### config.mk
export PLATFORM = sky130hd
export DESIGN_NAME = ysyx_22041211_axi_lsu_master
export DESIGN_NICKNAME = d
export VERILOG_FILES = /design/src/rtl/ysyx_22041211_axi_lsu_master.sv
export SDC_FILE = /design/constraint.sdc
export NUM_CORES = 1
export LEC_CHECK = 0
export BUFFER_PORTS_ARGS = -buffer_cell sky130_fd_sc_hd__buf_4
export CORE_AREA = 2 2 137 139
export DETAILED_ROUTE_END_ITERATION = 10
export DIE_AREA = 0 0 139 141
export HOLD_SLACK_MARGIN = 0.08
export PLACE_DENSITY = 0.64
export SETUP_SLACK_MARGIN = 0.1
export SKIP_LAST_GASP = 1
export SLEW_MARGIN = 10
export SYNTH_ARGS = -nofsm -noshare
export SYNTH_HDL_FRONTEND = slang
export SYNTH_SLANG_ARGS = --single-unit
### constraint.sdc
create_clock -name clk -period 1.55 [get_ports clk]
set_clock_uncertainty 0.05 [all_clocks]
set_input_delay 0.0775 -clock clk [delete_from_list [all_inputs] [get_ports clk]]
set_output_delay 0.0775 -clock clk [all_outputs]
set_load 0.01 [all_outputs]
### src/rtl/ysyx_22041211_axi_lsu_master.sv
`default_nettype none
// ============================================================================
// Module   : ysyx_22041211_axi_lsu_master
// Purpose  : AXI-lite master turning single-beat LSU loads/stores into AR/R or
//            AW/W/B transactions with a one-cycle response pulse.
//            Optional perf counters: define YSYX_22041211_AXI_PERF_EN.
// Revision : 1.0 - initial release
// ============================================================================
module ysyx_22041211_axi_lsu_master #(
    parameter int ADDR_LEN = 32,
    parameter int DATA_LEN = 32
) (
    input  logic                    clk,
    input  logic                    rstn,
    input  logic                    req_valid_i,
    output logic                    req_ready_o,
    input  logic                    req_wen_i,
    input  logic [ADDR_LEN-1:0]     req_addr_i,
    input  logic [DATA_LEN-1:0]     req_wdata_i,
    input  logic [DATA_LEN/8-1:0]   req_wstrb_i,
    output logic                    rsp_valid_o,
    output logic [DATA_LEN-1:0]     rsp_rdata_o,
    output logic [1:0]              rsp_err_o,
    output logic [ADDR_LEN-1:0]     addr_r_addr_o,
    output logic                    addr_r_valid_o,
    input  logic                    addr_r_ready_i,
    input  logic [DATA_LEN-1:0]     r_data_i,
    input  logic [1:0]              r_resp_i,
    input  logic                    r_valid_i,
    output logic                    r_ready_o,
    output logic [ADDR_LEN-1:0]     addr_w_addr_o,
    output logic                    addr_w_valid_o,
    input  logic                    addr_w_ready_i,
    output logic [DATA_LEN-1:0]     w_data_o,
    output logic [DATA_LEN/8-1:0]   w_strb_o,
    output logic                    w_valid_o,
    input  logic                    w_ready_i,
    input  logic [1:0]              bkwd_resp_i,
    input  logic                    bkwd_valid_i,
    output logic                    bkwd_ready_o,
    output logic [31:0]             perf_rd_cnt_o,
    output logic [31:0]             perf_wr_cnt_o,
    output logic [31:0]             perf_wait_cnt_o
);

    localparam logic [2:0] c_IDLE    = 3'd0;
    localparam logic [2:0] c_RD_ADDR = 3'd1;
    localparam logic [2:0] c_RD_DATA = 3'd2;
    localparam logic [2:0] c_WR_REQ  = 3'd3;
    localparam logic [2:0] c_WR_RESP = 3'd4;

    logic [2:0]            r_state;
    logic [2:0]            w_state_nxt;
    logic                  r_aw_done;
    logic                  r_w_done;
    logic [ADDR_LEN-1:0]   r_addr;
    logic [DATA_LEN-1:0]   r_wdata;
    logic [DATA_LEN/8-1:0] r_wstrb;
    logic                  r_rsp_valid;
    logic [DATA_LEN-1:0]   r_rsp_rdata;
    logic [1:0]            r_rsp_err;

    logic w_req_hs, w_ar_hs, w_r_hs, w_aw_hs, w_w_hs, w_b_hs, w_wr_done;

    assign w_req_hs  = req_valid_i & req_ready_o;
    assign w_ar_hs   = addr_r_valid_o & addr_r_ready_i;
    assign w_r_hs    = r_valid_i & r_ready_o;
    assign w_aw_hs   = addr_w_valid_o & addr_w_ready_i;
    assign w_w_hs    = w_valid_o & w_ready_i;
    assign w_b_hs    = bkwd_valid_i & bkwd_ready_o;
    // Both write channels finished, whether earlier or in this very cycle
    assign w_wr_done = (r_aw_done | w_aw_hs) & (r_w_done | w_w_hs);

    always_ff @(posedge clk) begin
        if (!rstn) r_state <= c_IDLE;
        else       r_state <= w_state_nxt;
    end

    always_comb begin
        w_state_nxt = r_state;
        case (r_state)
            c_IDLE:    if (w_req_hs)  w_state_nxt = req_wen_i ? c_WR_REQ : c_RD_ADDR;
            c_RD_ADDR: if (w_ar_hs)   w_state_nxt = c_RD_DATA;
            c_RD_DATA: if (w_r_hs)    w_state_nxt = c_IDLE;
            c_WR_REQ:  if (w_wr_done) w_state_nxt = c_WR_RESP;
            c_WR_RESP: if (w_b_hs)    w_state_nxt = c_IDLE;
            default:                  w_state_nxt = c_IDLE;
        endcase
    end

    always_comb begin
        req_ready_o    = (r_state == c_IDLE) & rstn;
        addr_r_valid_o = (r_state == c_RD_ADDR);
        r_ready_o      = (r_state == c_RD_DATA);
        addr_w_valid_o = (r_state == c_WR_REQ) & ~r_aw_done;
        w_valid_o      = (r_state == c_WR_REQ) & ~r_w_done;
        bkwd_ready_o   = (r_state == c_WR_RESP);
    end

    always_ff @(posedge clk) begin
        if (!rstn) begin
            r_addr      <= '0;
            r_wdata     <= '0;
            r_wstrb     <= '0;
            r_aw_done   <= 1'b0;
            r_w_done    <= 1'b0;
            r_rsp_valid <= 1'b0;
            r_rsp_rdata <= '0;
            r_rsp_err   <= 2'b00;
        end else begin
            if (w_req_hs) begin
                r_addr  <= req_addr_i;
                r_wdata <= req_wdata_i;
                r_wstrb <= req_wstrb_i;
            end
            // Flags live only inside WR_REQ and clear on the way out
            r_aw_done   <= (r_state == c_WR_REQ) & ~w_wr_done & (r_aw_done | w_aw_hs);
            r_w_done    <= (r_state == c_WR_REQ) & ~w_wr_done & (r_w_done | w_w_hs);
            r_rsp_valid <= w_r_hs | w_b_hs;
            if (w_r_hs) begin
                r_rsp_rdata <= r_data_i;
                r_rsp_err   <= r_resp_i;
            end
            if (w_b_hs) r_rsp_err <= bkwd_resp_i;
        end
    end

    assign addr_r_addr_o = r_addr;
    assign addr_w_addr_o = r_addr;
    assign w_data_o      = r_wdata;
    assign w_strb_o      = r_wstrb;
    assign rsp_valid_o   = r_rsp_valid;
    assign rsp_rdata_o   = r_rsp_rdata;
    assign rsp_err_o     = r_rsp_err;

`ifdef YSYX_22041211_AXI_PERF_EN
    logic [31:0] r_perf_rd;
    logic [31:0] r_perf_wr;
    logic [31:0] r_perf_wait;

    always_ff @(posedge clk) begin
        if (!rstn) begin
            r_perf_rd   <= 32'd0;
            r_perf_wr   <= 32'd0;
            r_perf_wait <= 32'd0;
        end else begin
            if (w_r_hs)             r_perf_rd   <= r_perf_rd + 32'd1;
            if (w_b_hs)             r_perf_wr   <= r_perf_wr + 32'd1;
            if (r_state != c_IDLE)  r_perf_wait <= r_perf_wait + 32'd1;
        end
    end

    assign perf_rd_cnt_o   = r_perf_rd;
    assign perf_wr_cnt_o   = r_perf_wr;
    assign perf_wait_cnt_o = r_perf_wait;
`else
    assign perf_rd_cnt_o   = 32'd0;
    assign perf_wr_cnt_o   = 32'd0;
    assign perf_wait_cnt_o = 32'd0;
`endif

endmodule
`default_nettype wire

== Word-level counts from Yosys, hierarchy flattened ==
Index checks and enable logic that the tools add are counted.
W data, S select, Z words.

* Register bits: 108
* Input port bits: 113
* Output and inout bits: 237
* Word-level logic and storage cells: 49

* Eq/ne operators: 9
* Muxes and demuxes: 9
* Bitwise gates (word level): 19
* Reduce and logical (&&, ||, !) cells: 3

{| class="wikitable"
|+ Operator list
! operator !! number
|-
| $mux W3 || 5
|-
| $pmux W3 S5 || 1
|-
| $and A1 B1 Y1 || 13
|-
| $eq A3 B2 Y1 const B || 2
|-
| $mux W2 || 3
|-
| $ne A2 B1 Y1 const B || 3
|-
| $reduce_and A5 Y1 || 1
|-
| $ne A2 B2 Y1 const B || 2
|-
| $eq A3 B1 Y1 const B || 1
|-
| $eq A3 B3 Y1 const B || 1
|-
| $logic_not A3 Y1 || 1
|-
| $not A1 Y1 || 3
|-
| $or A1 B1 Y1 || 3
|-
| $reduce_bool A2 Y1 || 1
|}

== Logic depth before layout (Yosys ltp) ==
Gate-level depths: netlist of run 1.

* Depth in word-level cells: 8
* Mapped depth: 7
* Gate-level depth less buffers: 4

== Worst setup path after synthesis of run 1 ==
Ideal clock, no wire load.

* Path type: flip-flop to flip-flop
* From: register r_state[2]
* To: register r_wdata[11] (netlist: w_data_o[11])
* Library setup time: 0.113 ns
* Data arrival time: 1.291 ns
* Required time: 1.387 ns
* Setup slack: 0.097 ns
* Stages on the path, launching flop included: 7
* Buffers on the path: 2
* Period minus slack after synthesis: 1.453 ns
* Path through: dfxtp_1 > nor4b_4 > nand2_1 > buf_2 > buf_2 > nand3_1 > nand2_1

* Cells in the longest elaborated chain, start to end: 3

{| class="wikitable"
|+ RTL lines
! element !! line !! RTL
|-
| start: declaration || 52 || <nowiki>logic [2:0] r_state;</nowiki>
|-
| start signal: assignment || 75 || <nowiki>if (!rstn) r_state <= c_IDLE;</nowiki>
|-
| start signal: assignment || 76 || <nowiki>else r_state <= w_state_nxt;</nowiki>
|-
| $logic_not A3 Y1 || 92 || <nowiki>req_ready_o = (r_state == c_IDLE) & rstn;</nowiki>
|-
| $and A1 B1 Y1 || 92 ||
|-
| via req_ready_o || 16 || <nowiki>output logic req_ready_o,</nowiki>
|-
| $and A1 B1 Y1 || 65 || <nowiki>assign w_req_hs = req_valid_i & req_ready_o;</nowiki>
|-
| end signal: assignment || 113 || <nowiki>r_wdata <= req_wdata_i;</nowiki>
|-
| end: declaration || 57 || <nowiki>logic [DATA_LEN-1:0] r_wdata;</nowiki>
|}

The timed path passes the listed nets, and every way through them passes these cells.
A chain may end at the register's enable or synchronous reset.

== Final worst setup path of run 1 ==
* From: register r_state[0]
* To: register r_addr[9] (netlist: addr_r_addr_o[9])

* Cells in the longest elaborated chain, start to end: 3

{| class="wikitable"
|+ RTL lines
! element !! line !! RTL
|-
| $logic_not A3 Y1 || 92 ||
|-
| $and A1 B1 Y1 || 92 ||
|-
| $and A1 B1 Y1 || 65 ||
|-
| end signal: assignment || 112 || <nowiki>r_addr <= req_addr_i;</nowiki>
|-
| end: declaration || 56 || <nowiki>logic [ADDR_LEN-1:0] r_addr;</nowiki>
|}

No other way between the ends.

==> results of run 1 <==
power breakdown:
group / leakage [nW] / switching, mW / internal (mW) / total [mW]
Combinational: 2.95 / 1.74 / 1.88 / 3.62
Sequential: 0.885 / 0.356 / 3.30 / 3.65
Clock: 0.141 / 1.13 / 1.13 / 2.26
Total: 3.97 / 3.22 / 6.30 / 9.53
stage by stage:
stage               area (µm²)  utilization  worst slack [ns]
floorplan                 5190            -             0.101
global placement          6440        0.352            0.0851
detailed placement        6440        0.352            0.0543
CTS                       7860        0.430            0.0710
global route              8000        0.438            0.0210
finish                    8000        0.438            0.0933
sequential cells by signal, summed over array words and instances (netlist names):
signal / cells
addr_r_addr_o: 32
r_aw_done: 1
r_state: 3
r_w_done: 1
rsp_err_o: 2
rsp_rdata_o: 32
rsp_valid_o: 1
w_data_o: 32
w_strb_o: 4
how the worst min path moves through the flow:
| stage | startpoint | slack, ns | cells past startpoint | endpoint |
|---|---|---|---|---|
| after floorplan | w_ready_i | 0.10 | 1 | r_aw_done |
| after global placement | addr_w_ready_i | 0.21 | 2 | r_w_done |
| after detailed placement | addr_w_ready_i | 0.21 | 2 | r_w_done |
| after CTS | bkwd_valid_i | 0.14 | 5 | r_state[2] |
| after global routing | req_valid_i | 0.18 | 5 | r_state[1] |
| final | req_valid_i | 0.16 | 5 | r_state[1] |
Yosys cell counts, drive strengths merged:
master,instances,area share
and2,2,0.0026
a22oi,2,0.0031
mux2i,1,0.0021
nor4,2,0.0026
o21ai,1,0.0010
nor2,9,0.0070
o221ai,1,0.0018
nand3,68,0.071
a31o,1,0.0018
or2,1,0.0013
a31oi,1,0.0013
conb,1,0.00078
nand2,206,0.16
o211ai,1,0.0016
nor3b,3,0.0057
nor4b,1,0.0049
a211oi,2,0.0031
clkbuf,7,0.0054
dfxtp,108,0.45
a21oi,35,0.036
inv,1,0.00078
nand3b,1,0.0016
nor4bb,1,0.0021
buf,157,0.23
and4bb,1,0.0026
final cells by class:
type,count,area share
Inverter,1,0.000469
Clock inverter,6,0.00673
Sequential cell,108,0.272
Tap cell,234,0.0366
Clock buffer,10,0.0286
Timing Repair Buffer,384,0.416
Multi-Input combinational cell,436,0.240
layout by cell type, fill, tap and decap left out, drive strengths merged, types with 2 or more instances in the layout:
cell         synthesis  layout
buf                157     273
nand2              206     206
dlygate4sd3          0     108
dfxtp              108     108
conb                 1      96
nand3               68      68
a21oi               35      35
clkbuf               7      13
nor2                 9       9
inv                  1       4
clkinv               0       3
nor3b                3       3
a22oi                2       2
a211oi               2       2
nor4                 2       2
and2                 2       2
timing repair:
| action | 4_1_cts | 5_1_grt |
|---|---|---|
| pin swaps | 1 | 2 |
| gates cloned | 1 | 3 |
| resized for setup | 8 | 17 |
| hold buffers | 108 | 0 |
| buffers inserted | 2 | 0 |
| hold endpoints to repair | 106 | 0 |
| endpoints found under the setup margin | 62 | 95 |
routing by layer:
layer,vias up,part of all wire,global-route usage
met4,0,0.018,0.0473
li1,2389,-,-
met2,231,0.50,0.260
met5,-,0,0
met1,2145,0.41,0.164
met3,21,0.075,0.0462
cell families (layout without fill, tap and decap cells):
family                 after synthesis  in the layout  share of synthesized area
AND/OR/NAND/NOR                    295            295                      0.261
other                                1             96                   0.000777
AO/OA/AOI/OAI                       44             44                     0.0501
buffers and inverters              165            401                      0.238
flip-flops                         108            108                      0.448
multiplexers                         1              1                    0.00207
critical path: stages (launching register included):
cell and delay [ns]:
sky130_fd_sc_hd__dfxtp_4 0.36, sky130_fd_sc_hd__nor4b_4 0.34, sky130_fd_sc_hd__and2_4 0.29, sky130_fd_sc_hd__buf_16 0.20, sky130_fd_sc_hd__nand2_1 0.07, sky130_fd_sc_hd__nand2_1 0.07
==> results.yml, run 1 <==
power_and_ir_drop:
  pwr_density_cell_nw_per_um2: 1190
  post-layout-total-power_mw: 9.53
  ir_worst_vdd_mv: 0.598
  total_leakage_power_nw: 3.97
clock_tree:
  clkSinkCount: 108
  max-clock-path-buffers: 2
  cts.root.buffer_cell: "sky130_fd_sc_hd__clkbuf_16"
  tritoncts: "done"
  clkLatencyLatePin_ns: 0.34
  ctsHtreeMaxLevel: 3
  clkTransAtPathRegs_ns: 0.07
  number_of_buffers_inserted_during_clock_tree_synthesis: 9
route:
  route.antenna.remaining_nets: 0
  routedWlPerCell_um: 12.9
  avgViaCountPerCell: 4.06
  vias: 4786
  drc: 0
  drt-initial-drc-count: 151
  drt-pass1-iter-count: 4
  drt_wl_total_um: 15200
sta:
  hold_violations: 0
  layout_min_cycle_time_ns: 1.46
  timing.fmax_mhz: 686
  unrepaired_setup_endpoints_after_global_routing: "yes"
  timing.final.crit_share: 0.940
  final_max_slew_viol_count: 0
  totalNegativeSetupSlack_ns: 0
  setup_violations: 0
  timing.hold.ws_ns: 0.163
yosys:
  synth_cell_type_count: 29
  synth_sequential_area_ratio: 0.448
  synthesis.instances: 614
  yosysWarnings: 0
  netlist_area_um2: 4820
  ys_seq_elements: 108
  mean_area_per_synthesized_cell_um2: 7.86
floorplanning:
  chipHeight_um: 141
  rows: 50
  initial_core_util: 0.264
  design.core.area_um2: 18300
  area_of_the_die_um2: 19600
  design.portCount: 350
  die_w_um: 139
critical_path:
  critical_path.startpoint: "r_state[0]"
  beginning_of_the_worst_register_to_register_path: "r_state[0]"
  worstPathMaxFanout: 26
  timing.reg2reg.worst_path_depth: 5
  timing_worst_setup_path_type: "reg2reg"
  cp-endpoint: "addr_r_addr_o[9]"
  crit-reg2reg-capture: "addr_r_addr_o[9]"
  critPathArrivalTime_ns: 1.69
  start_kind: "flip-flop"
  critical_path_required_time_ns: 1.78
  rrSetupSlack_ns: 0.09
  setup.worst_path.end_class: "flip-flop"
global_route:
  grt_antenna_before_repair: 0
  grt_first_pass_wirelength_um: 22900
  grt_pass1_vias: 4515
  maximum_number_of_pins_on_one_net_before_global_route_repair: 70
  gr-usage-all-layers: 0.145
  global_route.overflow_total: 0
hold_path:
  hp-class: "in2reg"
cells_and_area:
  final_layout_size_suffix_gt1_frac: 0.327
  register_area_um2: 2170
  filler_cell_count: 1749
  area_delta_synth_final_pct: 65.8
  num_antenna_cells: 0
  final_nets: 1053
  multi_input_area_um2: 1920
  layout.cells.non_filler: 1179
placed_design:
  dp.final_hpwl_um: 9490
  place_inst: 1049
  globalplace.congestion: 0.729
  buffer_ports.inserted: 253
run_status:
  run_status: "finished, final reports clean"
flow_run:
  maxCapViolations: 0
(Power assumes the default switching activity.)
==> run 2, diff against run 1 <==
--- a/config.mk
+++ b/config.mk
@@ -11,6 +11,7 @@
 export DIE_AREA = 0 0 139 141
 export HOLD_SLACK_MARGIN = 0.08
 export PLACE_DENSITY = 0.64
+export REMOVE_ABC_BUFFERS = 1
 export SETUP_SLACK_MARGIN = 0.1
 export SKIP_LAST_GASP = 1
 export SLEW_MARGIN = 10
==> run 2 against run 1 <==
Core utilization is 0.68 points higher. Clock-buffer cell count is 2 higher. Critical path depth is 1 higher. Combinational power hardly changed. Cell count is 0.17% higher. Setup slack worse by 0.031 ns. Non-clock buffer count is 2 higher. Global-route usage is 0.92 points lower. Largest power group unchanged.
==> results.yml, run 2 (same netlist as run 1, synthesis figures left out) <==
run_status:
  run_status: "finished, final reports clean"
route:
  drt-pass1-iter-count: 5
  avgViaCountPerCell: 4.02
  routedWlPerCell_um: 13.0
  drt-initial-drc-count: 170
  drc: 0
  vias: 4747
  drt_wl_total_um: 15400
  route.antenna.remaining_nets: 0
floorplanning:
  initial_core_util: 0.264
  design.core.area_um2: 18300
  die_w_um: 139
  design.portCount: 350
  chipHeight_um: 141
  area_of_the_die_um2: 19600
  rows: 50
cells_and_area:
  num_antenna_cells: 0
  postLayoutCoreUtil: 0.445
  final_common_cell: "sky130_fd_sc_hd__buf_4"
  filler_cell_count: 1732
  area_delta_synth_final_pct: 68.3
  final_layout_size_suffix_gt1_frac: 0.339
  final_nets: 1055
  postLayoutCellArea_um2: 8120
  final_cell_mix: "sky130_fd_sc_hd__buf_4 (259), sky130_fd_sc_hd__nand2_1 (205), sky130_fd_sc_hd__dlygate4sd3_1 (109), sky130_fd_sc_hd__dfxtp_1 (105), sky130_fd_sc_hd__conb_1 (96)"
sta:
  layout_min_cycle_time_ns: 1.49
  timing.final.crit_share: 0.960
  timing.fmax_mhz: 672
  setup_violations: 0
  unrepaired_setup_endpoints_after_global_routing: "yes"
  final_max_slew_viol_count: 0
  hold_violations: 0
hold_path:
  min-delay-start: "r_valid_i"
  hp-class: "in2reg"
  timing.hold.worst_path_depth: 5
  worst_hold_path.endpoint: "rsp_rdata_o[22]"
critical_path:
  beginning_of_the_worst_register_to_register_path: "r_state[2]"
  start_kind: "flip-flop"
  delay_of_the_slowest_cell_on_the_worst_path_ns: 0.36
  rrSetupSlack_ns: 0.06
  worstPathMaxFanout: 13
  slowest_stage: "sky130_fd_sc_hd__dfxtp_4"
  timing.reg2reg.worst_path_depth: 6
  critical_path.top_delay_family: "simple AND/OR/NAND/NOR gates"
  setup.worst_path.end_class: "flip-flop"
  timing_worst_setup_path_type: "reg2reg"
  critical_path.cell_chain: "nor4b_4, buf_4, nand2_8, clkbuf_16, nand3_1, nand2_1"
  critPathArrivalTime_ns: 1.67
  critical_path_required_time_ns: 1.74
  worstPathBufferInverterCount: 2
  crit-reg2reg-capture: "addr_r_addr_o[28]"
clock_tree:
  ctsHtreeMaxLevel: 3
  max-clock-path-buffers: 2
  cts.root.buffer_cell: "sky130_fd_sc_hd__clkbuf_16"
  clkTransAtPathRegs_ns: 0.08
  tritoncts: "done"
  clkLatencyLatePin_ns: 0.34
  number_of_buffers_inserted_during_clock_tree_synthesis: 9
  clkSinkCount: 108
placed_design:
  globalplace.congestion: 0.754
  buffer_ports.inserted: 253
  dp.final_hpwl_um: 9550
  placed_cell_area_um2: 6400
global_route:
  grt_first_pass_wirelength_um: 21700
  gr-usage-all-layers: 0.136
  grt_antenna_before_repair: 0
  grt_pass1_vias: 4296
  maximum_number_of_pins_on_one_net_before_global_route_repair: 69
  global_route.overflow_total: 0
power_and_ir_drop:
  pwr_density_cell_nw_per_um2: 1190
  total_leakage_power_nw: 4.02
  ir_worst_vdd_mv: 0.565
flow_run:
  maxCapViolations: 0
==> run 2: cell count changes in the layout (fill, tap and decap cells not counted), moves of 2 or more <==
cell / delta
sky130_fd_sc_hd__a21oi_1: +2
sky130_fd_sc_hd__a21oi_2: -2
sky130_fd_sc_hd__clkbuf_8: +3
sky130_fd_sc_hd__clkinv_4: -2
sky130_fd_sc_hd__inv_6: +2
sky130_fd_sc_hd__nand3_1: -14
sky130_fd_sc_hd__nand3_2: +14
==> run 2: final cells by class <==
cell class / instances / area [µm²] / area share
Clock buffer: 12 / 267 / 0.0328
Clock inverter: 4 / 37.5 / 0.00462
Inverter: 1 / 3.75 / 0.000462
Multi-Input combinational cell: 436 / 1980 / 0.244
Sequential cell: 108 / 2170 / 0.268
Tap cell: 234 / 293 / 0.0360
Timing Repair Buffer: 386 / 3370 / 0.414
==> run 2: what timing repair did <==
item	in CTS	in global routing
gates resized for setup	9	31
hold endpoints to repair	107	0
pin swaps	0	18
setup endpoints to repair	30	77
cloned	0	7
setup buffers	3	0
hold buffers	109	0
==> run 2: worst max-delay path by stage <==
stage                           from           endpoint  slack, ns  cells after the start
after floorplan           r_state[2]         r_state[0]      -0.79                      3
after global placement    r_state[2]         r_state[0]       0.12                      5
after detailed placement  r_state[2]         r_state[0]       0.09                      4
after CTS                 r_state[2]     addr_w_valid_o       0.05                      5
after global routing      r_state[2]     addr_w_valid_o     -0.007                      5
final                     r_state[2]  addr_r_addr_o[28]       0.06                      6
==> run 2: tightest hold or removal path: stages <==
cell	delay, ns
sky130_fd_sc_hd__buf_4	0.09
sky130_fd_sc_hd__nand2_1	0.07
sky130_fd_sc_hd__buf_12	0.17
sky130_fd_sc_hd__nand2_1	0.07
sky130_fd_sc_hd__a21oi_1	0.05
==> run 2: metrics by stage <==
stage / worst slack, ns / std cells / setup TNS, ns / power [mW] / hold slack (ns)
after global placement: 0.122 / 1046 / 0 / 6.73 / 0.204
after detailed placement: 0.0933 / 1046 / 0 / 6.76 / 0.205
final: 0.0622 / 1181 / 0 / 9.64 / 0.192
after floorplan: -0.792 / 545 / -58.04 / 4.93 / 0.104
after CTS: 0.0513 / 1174 / 0 / 9.40 / 0.171
after global routing: -0.00697 / 1181 / -0.0298 / 10.2 / 0.187
==> run 2: report_power, final <==
part           total (mW)  leakage, nW  switching (mW)  internal, mW
clock network        2.34        0.152            1.09          1.25
registers            3.67        0.885           0.368          3.30
logic                3.63         2.98            1.77          1.87
==> run 2: layer usage <==
metal	vias up	track usage	routed length [µm]	part of all wire
met1	2139	0.169	6520	0.42
li1	2386	-	-	-
met2	213	0.233	7650	0.50
met5	-	0	0	0
met3	9	0.0397	1060	0.069
met4	0	0.0324	173	0.011
==> run 3, diff against run 2 <==
--- a/config.mk
+++ b/config.mk
@@ -6,11 +6,13 @@
 export NUM_CORES = 1
 export LEC_CHECK = 0
 export BUFFER_PORTS_ARGS = -buffer_cell sky130_fd_sc_hd__buf_4
-export CORE_AREA = 2 2 137 139
+export CORE_AREA = 2 2 135 137
+export CTS_BUF_LIST = sky130_fd_sc_hd__clkbuf_4
 export DETAILED_ROUTE_END_ITERATION = 10
-export DIE_AREA = 0 0 139 141
+export DIE_AREA = 0 0 137 139
+export GPL_ROUTABILITY_DRIVEN = 1
 export HOLD_SLACK_MARGIN = 0.08
-export PLACE_DENSITY = 0.64
+export PLACE_DENSITY = 0.65
 export REMOVE_ABC_BUFFERS = 1
 export SETUP_SLACK_MARGIN = 0.1
 export SKIP_LAST_GASP = 1
==> run 3 against run 2 <==
The run now ends with setup timing left. Largest cell class unchanged. Combinational power is 8.0% higher. Maximum frequency is 9.0% lower. Non-clock buffer count is 9 higher.
==> results.yml, run 3 (same netlist as run 1, synthesis figures left out) <==
critical_path:
  timing.reg2reg.worst_path_depth: 8
  crit-reg2reg-capture: "addr_r_addr_o[19]"
  rrSetupSlack_ns: -0.09
  start_kind: "flip-flop"
  critical_path_required_time_ns: 1.88
  setup.worst_path.end_class: "flip-flop"
  timing_worst_setup_path_type: "reg2reg"
  worstPathMaxFanout: 8
  critPathArrivalTime_ns: 1.96
  beginning_of_the_worst_register_to_register_path: "r_state[2]"
  critical_path.startpoint: "r_state[2]"
clock_tree:
  tritoncts: "done"
  number_of_buffers_inserted_during_clock_tree_synthesis: 9
  ctsHtreeMaxLevel: 3
  clkSinkCount: 108
  clkLatencyLatePin_ns: 0.46
  clkTransAtPathRegs_ns: 0.17
  max-clock-path-buffers: 2
  cts.root.buffer_cell: "sky130_fd_sc_hd__clkbuf_4"
cells_and_area:
  num_antenna_cells: 0
  final_cell_mix: "sky130_fd_sc_hd__buf_4 (261), sky130_fd_sc_hd__nand2_1 (204), sky130_fd_sc_hd__dlygate4sd3_1 (111), sky130_fd_sc_hd__dfxtp_1 (105), sky130_fd_sc_hd__conb_1 (96)"
  final_common_cell: "sky130_fd_sc_hd__buf_4"
  postLayoutCoreUtil: 0.459
  filler_cell_count: 1664
  final_nets: 1064
  multi_input_area_um2: 2030
  register_area_um2: 2170
  final_layout_size_suffix_gt1_frac: 0.349
  area_delta_synth_final_pct: 68.1
floorplanning:
  area_of_the_die_um2: 19000
  design.core.area_um2: 17700
  rows: 49
  design.portCount: 350
  initial_core_util: 0.273
  chipHeight_um: 139
  die_w_um: 137
hold_path:
  hp-class: "in2reg"
  min-delay-start: "addr_r_ready_i"
  timing.hold.worst_path_depth: 5
  worst_hold_path.endpoint: "r_state[1]"
sta:
  unrepaired_setup_endpoints_after_global_routing: "yes"
  final_critical_path_setup_slack_ns: -0.0858
  worst_slew_pin_slew_ns: 0.814
  totalNegativeSetupSlack_ns: -1.14
  setup_violations: 41
  final_max_slew_viol_count: 0
  timing.final.crit_share: 1.06
  hold_violations: 0
  layout_min_cycle_time_ns: 1.64
  timing.fmax_mhz: 611
  max_slew_margin: 0.457
global_route:
  global_route.usage.met1: 0.184
  grt_use_met3: 0.0439
  grt_first_pass_wirelength_um: 23600
  grt_antenna_before_repair: 0
  grt.met2_usage: 0.286
  maximum_number_of_pins_on_one_net_before_global_route_repair: 66
  global_route.overflow_total: 0
  gr-usage-all-layers: 0.159
  grt_pass1_vias: 4495
  global_route.peak_usage_layer: "met2"
route:
  routedWlPerCell_um: 14.2
  drt-pass1-iter-count: 4
  vias: 4922
  drt_wl_total_um: 16800
  route.antenna.remaining_nets: 0
  drt-initial-drc-count: 107
  drc: 0
  avgViaCountPerCell: 4.15
placed_design:
  dp.final_hpwl_um: 9860
  buffer_ports.inserted: 253
  post_place_setup_slack_ns: 0.0633
  globalplace.congestion: 0.707
run_status:
  run_status: "complete, but fails checks"
  violations: "setup timing"
power_and_ir_drop:
  pwr_density_cell_nw_per_um2: 1100
  ir_worst_vdd_mv: 0.516
  post-layout-total-power_mw: 8.94
  total_leakage_power_nw: 4.00
flow_run:
  maxCapViolations: 0
==> run 3: worst max-delay path by stage <==
stage,to,slack (ns),depth (start not counted)
finish,addr_r_addr_o[19],-0.09,8
floorplan,r_state[0],-0.79,3
CTS,w_valid_o,-0.1,5
detailed placement,w_data_o[11],0.06,5
global route,addr_r_addr_o[17],-0.15,8
global placement,addr_r_addr_o[9],0.07,5
==> run 3: final cells by class <==
class / instances / share of cell area
clock buffer: 11 / 0.0102
clock inverter: 5 / 0.00463
inverter: 1 / 0.000463
multi-input combinational: 436 / 0.251
sequential: 108 / 0.268
tap: 229 / 0.0353
timing repair buffer: 395 / 0.430
==> run 3: metrics by stage <==
step | cell area (µm²) | hold WS (ns) | std cells
CTS | 7860 | 0.0977 | 1178
detailed placement | 6370 | 0.203 | 1040
floorplan | 4040 | 0.104 | 545
finish | 8110 | 0.131 | 1185
global placement | 6370 | 0.204 | 1040
global route | 8110 | 0.112 | 1185
==> run 3: power breakdown <==
group          switching (mW)  internal [mW]
combinational            1.87           2.05
sequential              0.391           3.30
clock                   0.964          0.373
==> run 3: worst max-delay path: stages, from the launching register on <==
cell and delay, ns:
sky130_fd_sc_hd__dfxtp_4 0.38, sky130_fd_sc_hd__buf_6 0.12, sky130_fd_sc_hd__nor4b_4 0.30, sky130_fd_sc_hd__buf_4 0.19, sky130_fd_sc_hd__nand2_8 0.09, sky130_fd_sc_hd__buf_12 0.15, sky130_fd_sc_hd__buf_16 0.14, sky130_fd_sc_hd__nand3_2 0.07
sky130_fd_sc_hd__nand2_1 0.07
==> run 3: per-layer routing <==
| layer | up-vias | wire [µm] |
|---|---|---|
| met1 | 2262 | 6570 |
| met2 | 240 | 8630 |
| met4 | 0 | 187 |
| li1 | 2405 | - |
| met5 | - | 0 |
| met3 | 15 | 1390 |
==> run 3: timing repair <==
item                       CTS  global route
resized for setup           23            35
hold buffers               111             0
hold endpoints to repair   107             0
buffers inserted             6             6
gates cloned                 5             2
setup endpoints to repair   68            92
pin swaps                    1            34
